## src/rtl/button_counter.sv

```systemverilog
// Debounced four-button up/down counter (BCD or hex) driving a multiplexed
// active-low seven-segment display.
module button_counter #(
   parameter int unsigned NUM_DIGITS     = 4,
   parameter int unsigned DEB_CYCLES     = 250000,
   parameter int unsigned REFRESH_CYCLES = 25000,
   parameter bit          BLANK_LZ       = 1'b1
) (
   input  logic        iClk,
   input  logic        iRst,
   input  logic [3:0]  iBtns,
   output logic [3:0]  oAN,
   output logic [7:0]  oC,
   output logic [15:0] oCount,
   output logic        oMode
);

   localparam int unsigned DebW = $clog2(DEB_CYCLES + 1);
   localparam int unsigned RefW = $clog2(REFRESH_CYCLES);
   localparam logic [DebW-1:0] DebLast = DebW'(DEB_CYCLES - 1);
   localparam logic [RefW-1:0] RefLast = RefW'(REFRESH_CYCLES - 1);
   localparam logic [1:0]      IdxLast = 2'(NUM_DIGITS - 1);

   logic [3:0]            sync1_q, sync2_q;
   logic [3:0]            deb_q, deb_d, deb_dly_q;
   logic [3:0]            arm_q, arm_d;
   logic [3:0]            pulse_q, pulse_d;
   logic [3:0][DebW-1:0]  dcnt_q, dcnt_d;
   logic [1:0]            vld_q;
   logic [15:0]           cnt_q, cnt_d, mask;
   logic                  mode_q, mode_d;
   logic [RefW-1:0]       ref_q, ref_d;
   logic [1:0]            idx_q, idx_d;
   logic [3:0]            an_q, an_d;
   logic [7:0]            c_q, c_d;
   logic                  carry;
   logic [3:0]            dig, disp_nib;
   logic                  disp_blank;

   function automatic logic [6:0] seg_glyph(input logic [3:0] v);
      case (v)
         4'h0:    seg_glyph = 7'h40;
         4'h1:    seg_glyph = 7'h79;
         4'h2:    seg_glyph = 7'h24;
         4'h3:    seg_glyph = 7'h30;
         4'h4:    seg_glyph = 7'h19;
         4'h5:    seg_glyph = 7'h12;
         4'h6:    seg_glyph = 7'h02;
         4'h7:    seg_glyph = 7'h78;
         4'h8:    seg_glyph = 7'h00;
         4'h9:    seg_glyph = 7'h10;
         4'hA:    seg_glyph = 7'h08;
         4'hB:    seg_glyph = 7'h03;
         4'hC:    seg_glyph = 7'h46;
         4'hD:    seg_glyph = 7'h21;
         4'hE:    seg_glyph = 7'h06;
         default: seg_glyph = 7'h0E;
      endcase
   endfunction

   always_comb begin
      deb_d  = deb_q;
      dcnt_d = dcnt_q;
      for (int b = 0; b < 4; b++) begin
         if (sync2_q[b] == deb_q[b]) begin
            dcnt_d[b] = '0;
         end else if (dcnt_q[b] == DebLast) begin
            deb_d[b]  = sync2_q[b];
            dcnt_d[b] = '0;
         end else begin
            dcnt_d[b] = dcnt_q[b] + DebW'(1);
         end
      end
   end

   // A button must be seen released after reset before its presses count.
   always_comb begin
      arm_d   = arm_q | ({4{vld_q[1]}} & ~sync2_q);
      pulse_d = deb_q & ~deb_dly_q & arm_q;
   end

   always_comb begin
      cnt_d  = cnt_q;
      mode_d = mode_q;
      carry  = 1'b1;
      dig    = '0;
      mask   = '0;
      for (int k = 0; k < 4; k++) begin
         if (k < int'(NUM_DIGITS)) mask[4*k +: 4] = 4'hF;
      end
      if (pulse_q[2] | pulse_q[3]) begin
         cnt_d  = '0;
         mode_d = mode_q ^ pulse_q[3];
      end else if (pulse_q[0] ^ pulse_q[1]) begin
         if (mode_q) begin
            cnt_d = (pulse_q[0] ? cnt_q + 16'd1 : cnt_q - 16'd1) & mask;
         end else begin
            for (int k = 0; k < 4; k++) begin
               if (k < int'(NUM_DIGITS) && carry) begin
                  dig = cnt_q[4*k +: 4];
                  if (pulse_q[0]) begin
                     carry            = (dig == 4'd9);
                     cnt_d[4*k +: 4]  = carry ? 4'd0 : dig + 4'd1;
                  end else begin
                     carry            = (dig == 4'd0);
                     cnt_d[4*k +: 4]  = carry ? 4'd9 : dig - 4'd1;
                  end
               end
            end
         end
      end
   end

   always_comb begin
      ref_d      = ref_q + RefW'(1);
      idx_d      = idx_q;
      an_d       = an_q;
      c_d        = c_q;
      disp_nib   = '0;
      disp_blank = 1'b0;
      if (ref_q == RefLast) begin
         ref_d      = '0;
         idx_d      = (idx_q == IdxLast) ? 2'd0 : idx_q + 2'd1;
         an_d       = ~(4'b0001 << idx_d);
         disp_nib   = cnt_q[{idx_d, 2'b00} +: 4];
         disp_blank = BLANK_LZ && (idx_d != 2'd0) && ((cnt_q >> {idx_d, 2'b00}) == 16'd0);
         c_d        = {~(mode_q && (idx_d == 2'd0)),
                       disp_blank ? 7'h7F : seg_glyph(disp_nib)};
      end
   end

   always_ff @(posedge iClk or posedge iRst) begin
      if (iRst) begin
         sync1_q   <= '0;
         sync2_q   <= '0;
         deb_q     <= '0;
         deb_dly_q <= '0;
         arm_q     <= '0;
         pulse_q   <= '0;
         dcnt_q    <= '0;
         vld_q     <= '0;
         cnt_q     <= '0;
         mode_q    <= 1'b0;
         ref_q     <= '0;
         idx_q     <= '0;
         an_q      <= 4'hF;
         c_q       <= 8'hFF;
      end else begin
         sync1_q   <= iBtns;
         sync2_q   <= sync1_q;
         deb_q     <= deb_d;
         deb_dly_q <= deb_q;
         arm_q     <= arm_d;
         pulse_q   <= pulse_d;
         dcnt_q    <= dcnt_d;
         vld_q     <= {vld_q[0], 1'b1};
         cnt_q     <= cnt_d;
         mode_q    <= mode_d;
         ref_q     <= ref_d;
         idx_q     <= idx_d;
         an_q      <= an_d;
         c_q       <= c_d;
      end
   end

   assign oAN    = an_q;
   assign oC     = c_q;
   assign oCount = cnt_q;
   assign oMode  = mode_q;

endmodule

```

## config.mk

```make
export PLATFORM = sky130hd
export DESIGN_NAME = button_counter
export DESIGN_NICKNAME = d
export VERILOG_FILES = /design/src/rtl/button_counter.sv
export SDC_FILE = /design/constraint.sdc
export NUM_CORES = 1
export LEC_CHECK = 0
export BUFFER_PORTS_ARGS = -buffer_cell sky130_fd_sc_hd__buf_4
export CORE_UTILIZATION = 45
export DETAILED_ROUTE_END_ITERATION = 8
export PLACE_DENSITY_LB_ADDON = 0.2
export SLEW_MARGIN = 20
export SYNTH_ARGS = -nofsm -noshare
export SYNTH_HDL_FRONTEND = slang
export SYNTH_SLANG_ARGS = --single-unit
```

## constraint.sdc

```tcl
create_clock -name iClk -period 7.46 [get_ports iClk]
set_input_delay 0 -clock iClk [delete_from_list [all_inputs] [get_ports iClk]]
set_output_delay 0 -clock iClk [all_outputs]
set_load 0.05 [all_outputs]
```

==> flow_metrics.tcl, run 1 <==
set metrics [dict create \
    start_kind "flop" \
    syn_area_per_cell_um2 9.45 \
    synth_area_leaders "dfrtp_1 40%, xor2_1 6.2%, ha_1 6.1%" \
    yosys.cell_types.count 69 \
    slew_headroom_pct 29.3 \
    ys.flop_type "dfrtp_1" \
    max_freq_ghz 0.309 \
    worstMarginPinSlew_ps 1050 \
    groute.usage.overall_pct 19.4 \
    cts_buffers 17 \
    seqPwrFrac_pct 45.9 \
    clkTransAtPathRegs_ps 60 \
    layout_setup_ws_ps 4230 \
    cp.depth 9 \
    cts_sinks 144 \
    p_int_uw 1370 \
    drt-pass1-iter-count 5 \
    grt_setup_unrepaired "false" \
    synth.yosys.seq_area_share_pct 44.0 \
    cts_max_level 4 \
    crit_fanout 11 \
    detailed_place_hpwl_mm 11.5 \
    vdd_drop_max_v 0.000170 \
    slowest_stage "mux4_2" \
    arrival_ps 3580 \
    dieHeight_um 137 \
    cp_cell_sequence "inv_1 > ha_1 > mux4_2 > inv_1 > ha_1 > nor4b_1 > nand2_1 > o21ai_1 > o22a_1" \
    drive_above_1_share_pct 11.3 \
    drt_iter0_markers 351 \
    rows 49 \
    crit_family "compound AO/OA/AOI/OAI gates" \
    initial_core_util_pct 45.9 \
    hold_viol_final 0 \
    path_buf_inv 2 \
    synth_warnings 0 \
    post-place-ws_ps 4210 \
    place_congestion 0.848 \
    hp-class "in2reg" \
    die_area_mm2 0.0188 \
    synth.ff_latch_count 144 \
    power_density_mw_per_mm2 186 \
    grt_remaining_overflow 0 \
    switchingPower_uw 365 \
    io_pins 35 \
    post_drt_wl_per_cell_um 15.0 \
    grt_pass1_wl_mm 28.5 \
    end_kind "flop" \
    core-area_mm2 0.0179 \
    p_comb_share_pct 2.1 \
    synth_most_common_cell "dfrtp_1" \
    synth_nets 917 \
    layout.nets 946 \
    clock_skew_ps 12.3 \
    worstSetupPathType "reg2reg" \
    io_buffer_count 34 \
    fin_setup_tns_ps 0 \
    ctsResizeCount 0 \
    antenna_found_initial 0 \
    synthTopCellsByCount "132 x dfrtp_1, 111 x nor2_1, 85 x nand2_1, 58 x xor2_1, 44 x nand3_1" \
    fin_crit_sh_pct 43.3 \
    total_leakage_power_uw 0.00413 \
    async_flop_share_pct 100 \
    slew_violations 0 \
    via_per_inst 5.44 \
    diodes 0 \
    setup_viol 0 \
    r2r.worst_path.cells 9 \
    hold_depth 2 \
    n_fill_cell 1620 \
    synth_top_area_share_pct 40.2 \
    status "completed" \
    cts_tree "yes" \
    clockRootBuffer "clkbuf_16" \
    final.min_clock_period_ps 3230 \
    yosysTopAreaCell "dfrtp_1" \
    syn-instance-count 870 \
    grt_pass1_vias 5787 \
    dr_total_vias 6197 \
    crit_path_max_incr_delay_ps 610 \
    cap_violations 0 \
    grt_max_degree 83 \
    drcViolationCount 0 \
    cts_buffer_depth 2 \
    ant_nets 0 \
    synth_edf_count 0 \
    p_clk_share_pct 52.0 \
    syn_to_final_growth_pct 13.5 \
    routed_wl_mm 17.1 \
    worst-endpoint-required_ps 7810 \
    insertion_delay_ps 420 \
    synth_area_mm2 0.00822 \
    fp.dieW_um 137 \
    power_switching_share_pct 21.0 \
]
-- metrics by stage --
stage          utilization [%]  instance area, µm²  power (µW)  hold slack [ps]  instances
6_report                  52.1                9330        1730              238       1140
5_1_grt                   52.1                9330        1790              217       1140
4_1_cts                   52.1                9330        1760              217       1140
3_5_place_dp              48.4                8660         846              111       1104
3_3_place_gp              48.4                8660         845              110       1104
2_1_floorplan                -                8220         835             31.4        870
-- final cells by class --
cell class | count | area (µm²) | share of cell area, %
clock inverters | 12 | 180 | 1.93
inverters | 35 | 136 | 1.46
repair buffers | 43 | 335 | 3.59
multi-input cells | 658 | 4330 | 46.4
flip-flops and latches | 144 | 3620 | 38.8
well taps | 229 | 287 | 3.07
clock buffers | 19 | 443 | 4.75
-- kinds of logic after synthesis --
group                    synth area share (%)
AND/OR/NAND/NOR                          21.8
flip-flops                               44.0
AO/OA/AOI/OAI                            11.2
XOR/XNOR                                 9.80
buffers and inverters                    3.38
adder cells (fa/ha/maj)                  6.33
multiplexers                             3.32
other                                  0.0456
-- per-layer routing --
metal / vias up / share of wire (%) / GRT usage (%)
li1: 3105 / - / -
met1: 2968 / 50 / 27.1
met2: 111 / 46 / 30.4
met3: 13 / 3.5 / 3.78
met4: 0 / 1.0 / 5.80
met5: - / 0 / 0
-- final timing paths --
check,start,to,slack (ps)
max in group asynchronous,iRst,sync2_q[0],5910
worst max register to register,idx_q[0],oC[4],4230
min in group asynchronous,iRst,ref_q[7],270
worst min register to register,vld_q[0],vld_q[1],350
worst max-delay path,idx_q[0],oC[4],4230
worst min-delay path,iBtns[0],sync1_q[0],240
-- worst reg2reg max path: stages, from the launching register on --
cell and delay [ps]:
dfrtp_1 570, inv_1 150, ha_1 450, mux4_2 610, inv_1 160, ha_1 210, nor4b_1 260, nand2_1 90
o21ai_1 440, o22a_1 240
-- sequential cells by signal (all words and copies together) (netlist names) --
| name | cells |
|---|---|
| arm_q | 4 |
| dcnt_q | 72 |
| deb_dly_q | 4 |
| deb_q | 4 |
| idx_q | 2 |
| oAN | 4 |
| oC | 8 |
| oCount | 16 |
| oMode | 1 |
| pulse_q | 4 |
| ref_q | 15 |
| sync1_q | 4 |
| sync2_q | 4 |
| vld_q | 2 |
-- layout by cell type (no fill, tap or decap), types with 5 or more instances in the layout --
cell,instances
nand2b_1,7
and4_1,5
nor3_1,12
nor2_1,111
nand3_1,44
nor4_1,11
inv_1,34
or3_1,12
dlygate4sd3_1,5
nor2b_1,9
mux2i_1,7
mux2_2,6
and3_1,12
a211oi_1,5
o21bai_1,7
ha_1,40
xor2_1,58
clkbuf_16,17
xnor2_1,34
dfrtp_1,132
nand4_1,21
dfstp_2,12
mux4_2,6
o31ai_1,7
a21o_1,11
o22a_1,7
a21oi_1,35
buf_4,38
nand2_1,85
o21ai_0,32
-- power groups by stage --
stage	clock network [µW]	registers [µW]	logic [µW]
2_1_floorplan	0	808	26.8
3_3_place_gp	0	810	35.6
3_5_place_dp	0	810	36.0
4_1_cts	925	796	38.2
5_1_grt	955	797	43.0
6_report	901	796	36.2
-- timing repair --
item	4_1_cts	5_1_grt
buffers inserted	0	0
hold endpoints to repair	73	0
hold buffers	5	0
Power figures use the tool's default switching activity.
==> inputs of run 2 (changes only) <==
- ABC_AREA: default -> 1
- clock period: 7.46 -> 3 ns (I/O delays scaled with it)
==> run 2 against run 1 <==
Against the previous run: utilization is 0.35 points higher; global-route usage is 1.2 points higher; sequential cell count stayed put; first-iteration DRC count is 26% higher; area after synthesis is 10% higher; setup slack worse by 3600 ps; clock power is 140% higher; sequential power is 150% higher; clock-buffer cell count is 1 higher; register-to-register slack worse by 3600 ps; synthesized cell count is 45% higher; total power is 140% higher; critical path type unchanged; highest routed layer unchanged.
==> flow_metrics.tcl, run 2 <==
set metrics [dict create \
    status "completed" \
    end_kind "flop" \
    path_buf_inv 3 \
    post-place-ws_ps 623 \
    cp_cell_sequence "inv_1 > ha_1 > inv_1 > nand3_1 > nand2_1 > ha_1 > inv_1 > nor2_1 > nand3_1 > a21oi_1 > nand2_1 > nand2_1 > nor2_1 > nor2_1" \
    crit_family "simple AND/OR/NAND/NOR gates" \
    layout_common_cells "311 x nand2_1, 185 x inv_1, 174 x nor2_1" \
    dr_total_vias 8001 \
    dieHeight_um 144 \
    setup_viol 0 \
    arrival_ps 2720 \
    yosys.cell_types.count 46 \
    io_buffer_count 34 \
    fin_crit_sh_pct 79.1 \
    synth_area_leaders "dfrtp_1 36%, nand2_1 13%, inv_1 7.7%" \
    clkTransAtPathRegs_ps 60 \
    synth_most_common_cell "nand2_1" \
    grt_pass1_vias 7463 \
    cp.depth 14 \
    power_density_mw_per_mm2 410 \
    hold_depth 2 \
    crit_path_max_incr_delay_ps 390 \
    drt_iter0_markers 441 \
    final.min_clock_period_ps 2370 \
    cts_max_level 4 \
    insertion_delay_ps 420 \
    cts_buffers 17 \
    grt_pass1_wl_mm 34.4 \
    layout.nets 1358 \
    fin_setup_tns_ps 0 \
    drive_above_1_share_pct 8.46 \
    post_drt_wl_per_cell_um 12.4 \
    crit_fanout 7 \
    synthTopCellsByCount "311 x nand2_1, 186 x inv_1, 174 x nor2_1, 132 x dfrtp_1, 116 x nand3_1" \
    worstSetupPathType "reg2reg" \
    rows 51 \
    layout_setup_ws_ps 628 \
    drcViolationCount 0 \
    worstMarginPinSlew_ps 747 \
    routed_wl_mm 19.7 \
    io_pins 35 \
    worst-endpoint-required_ps 3350 \
    final_area_mm2 0.0103 \
    groute.usage.overall_pct 20.7 \
    syn-instance-count 1260 \
    final_util_pct 52.5 \
    cts_buffer_depth 2 \
    synth_warnings 0 \
    clockRootBuffer "clkbuf_16" \
    synth_area_mm2 0.00907 \
    final_common_cell "nand2_1" \
    clock_skew_ps 10.3 \
    slew_violations 0 \
    slew_headroom_pct 50.2 \
    synth_top_area_share_pct 36.4 \
    syn_area_per_cell_um2 7.20 \
    core-area_mm2 0.0196 \
    cap_violations 0 \
    via_per_inst 5.04 \
    grt_max_degree 145 \
    max_freq_ghz 0.422 \
    diodes 0 \
    synth.ff_latch_count 144 \
    ant_nets 0 \
    vdd_drop_max_v 0.000360 \
    syn_to_final_growth_pct 13.3 \
    fp.dieW_um 144 \
    antenna_found_initial 0 \
    detailed_place_hpwl_mm 14.3 \
    hold_viol_final 0 \
    synth_nets 1307 \
    placed_cell_area_mm2 0.00963 \
    synth_edf_count 0 \
    ys.flop_type "dfrtp_1" \
    largest_register_ffs 72 \
    slowest_stage "dfrtp_1" \
    total_leakage_power_uw 0.00502 \
    rrSetupSlack_ps 630 \
    grt_setup_unrepaired "false" \
    grt_remaining_overflow 0 \
    async_flop_share_pct 100 \
    yosysTopAreaCell "dfrtp_1" \
    cts_tree "yes" \
    start_kind "flop" \
    place_congestion 0.896 \
    regMostFlops "dcnt_q" \
    initial_core_util_pct 46.3 \
    die_area_mm2 0.0207 \
    hp-class "in2reg" \
    synth.yosys.seq_area_share_pct 39.9 \
    cts_sinks 144 \
    drt-pass1-iter-count 6 \
    r2r.worst_path.cells 14 \
]
[run 2: final timing paths]
path | startpoint | endpoint
max | idx_q[1] | oC[4]
min | iBtns[3] | sync1_q[3]
max reg2reg | idx_q[1] | oC[4]
min reg2reg | sync1_q[2] | sync2_q[2]
max in group asynchronous | iRst | arm_q[2]
min in group asynchronous | iRst | dcnt_q[9]
[run 2: through the flow]
| step | power [µW] | std cells | hold slack, ps |
|---|---|---|---|
| floorplan | 2080 | 1260 | 31.4 |
| global placement | 2110 | 1552 | 110 |
| global route | 4380 | 1589 | 214 |
| finish | 4210 | 1589 | 228 |
| detailed placement | 2110 | 1552 | 110 |
| CTS | 4280 | 1589 | 209 |
[run 2: logic make-up (layout without fill, tap and decap cells)]
kind of cell               Yosys count  count (layout)  synth area share [%]
other                                1               1                0.0413
DFF                                144             144                  39.9
AOI/OAI and AO/OA                  111             111                  6.69
muxes                                1               1                 0.124
and+or+nand+nor                    711             711                  34.2
adders and majority gates           41              41                  5.74
buffers and inverters              206             270                  8.99
xor gates and xnor gates            45              45                  4.34
[run 2: cell type report]
class / count / area, µm²
clock buffer: 20 / 437
clock inverter: 12 / 159
fill: 1932 / 9310
inverter: 193 / 731
multi-input combinational: 910 / 4640
sequential: 144 / 3620
tap: 265 / 332
timing repair buffer: 45 / 363
[run 2: metal layers]
| layer | vias up | track usage [%] | wire length, µm |
|---|---|---|---|
| li1 | 4127 | - | - |
| met1 | 3708 | 27.5 | 9600 |
| met2 | 149 | 34.3 | 9100 |
| met3 | 17 | 4.04 | 812 |
| met4 | 0 | 5.32 | 180 |
| met5 | - | 0 | 0 |
[run 2: where the power goes]
| group | internal, µW | switching, µW | leakage (µW) |
|---|---|---|---|
| clock network | 1310 | 822 | 0.000285 |
| logic | 26.2 | 70.8 | 0.00284 |
| registers | 1960 | 15.8 | 0.00190 |
[run 2: timing repair]
item,4_1_cts,5_1_grt
gates resized for setup,0,0
hold buffers,5,0
buffers inserted,0,0
hold endpoints to repair,136,0
setup endpoints to repair,0,0
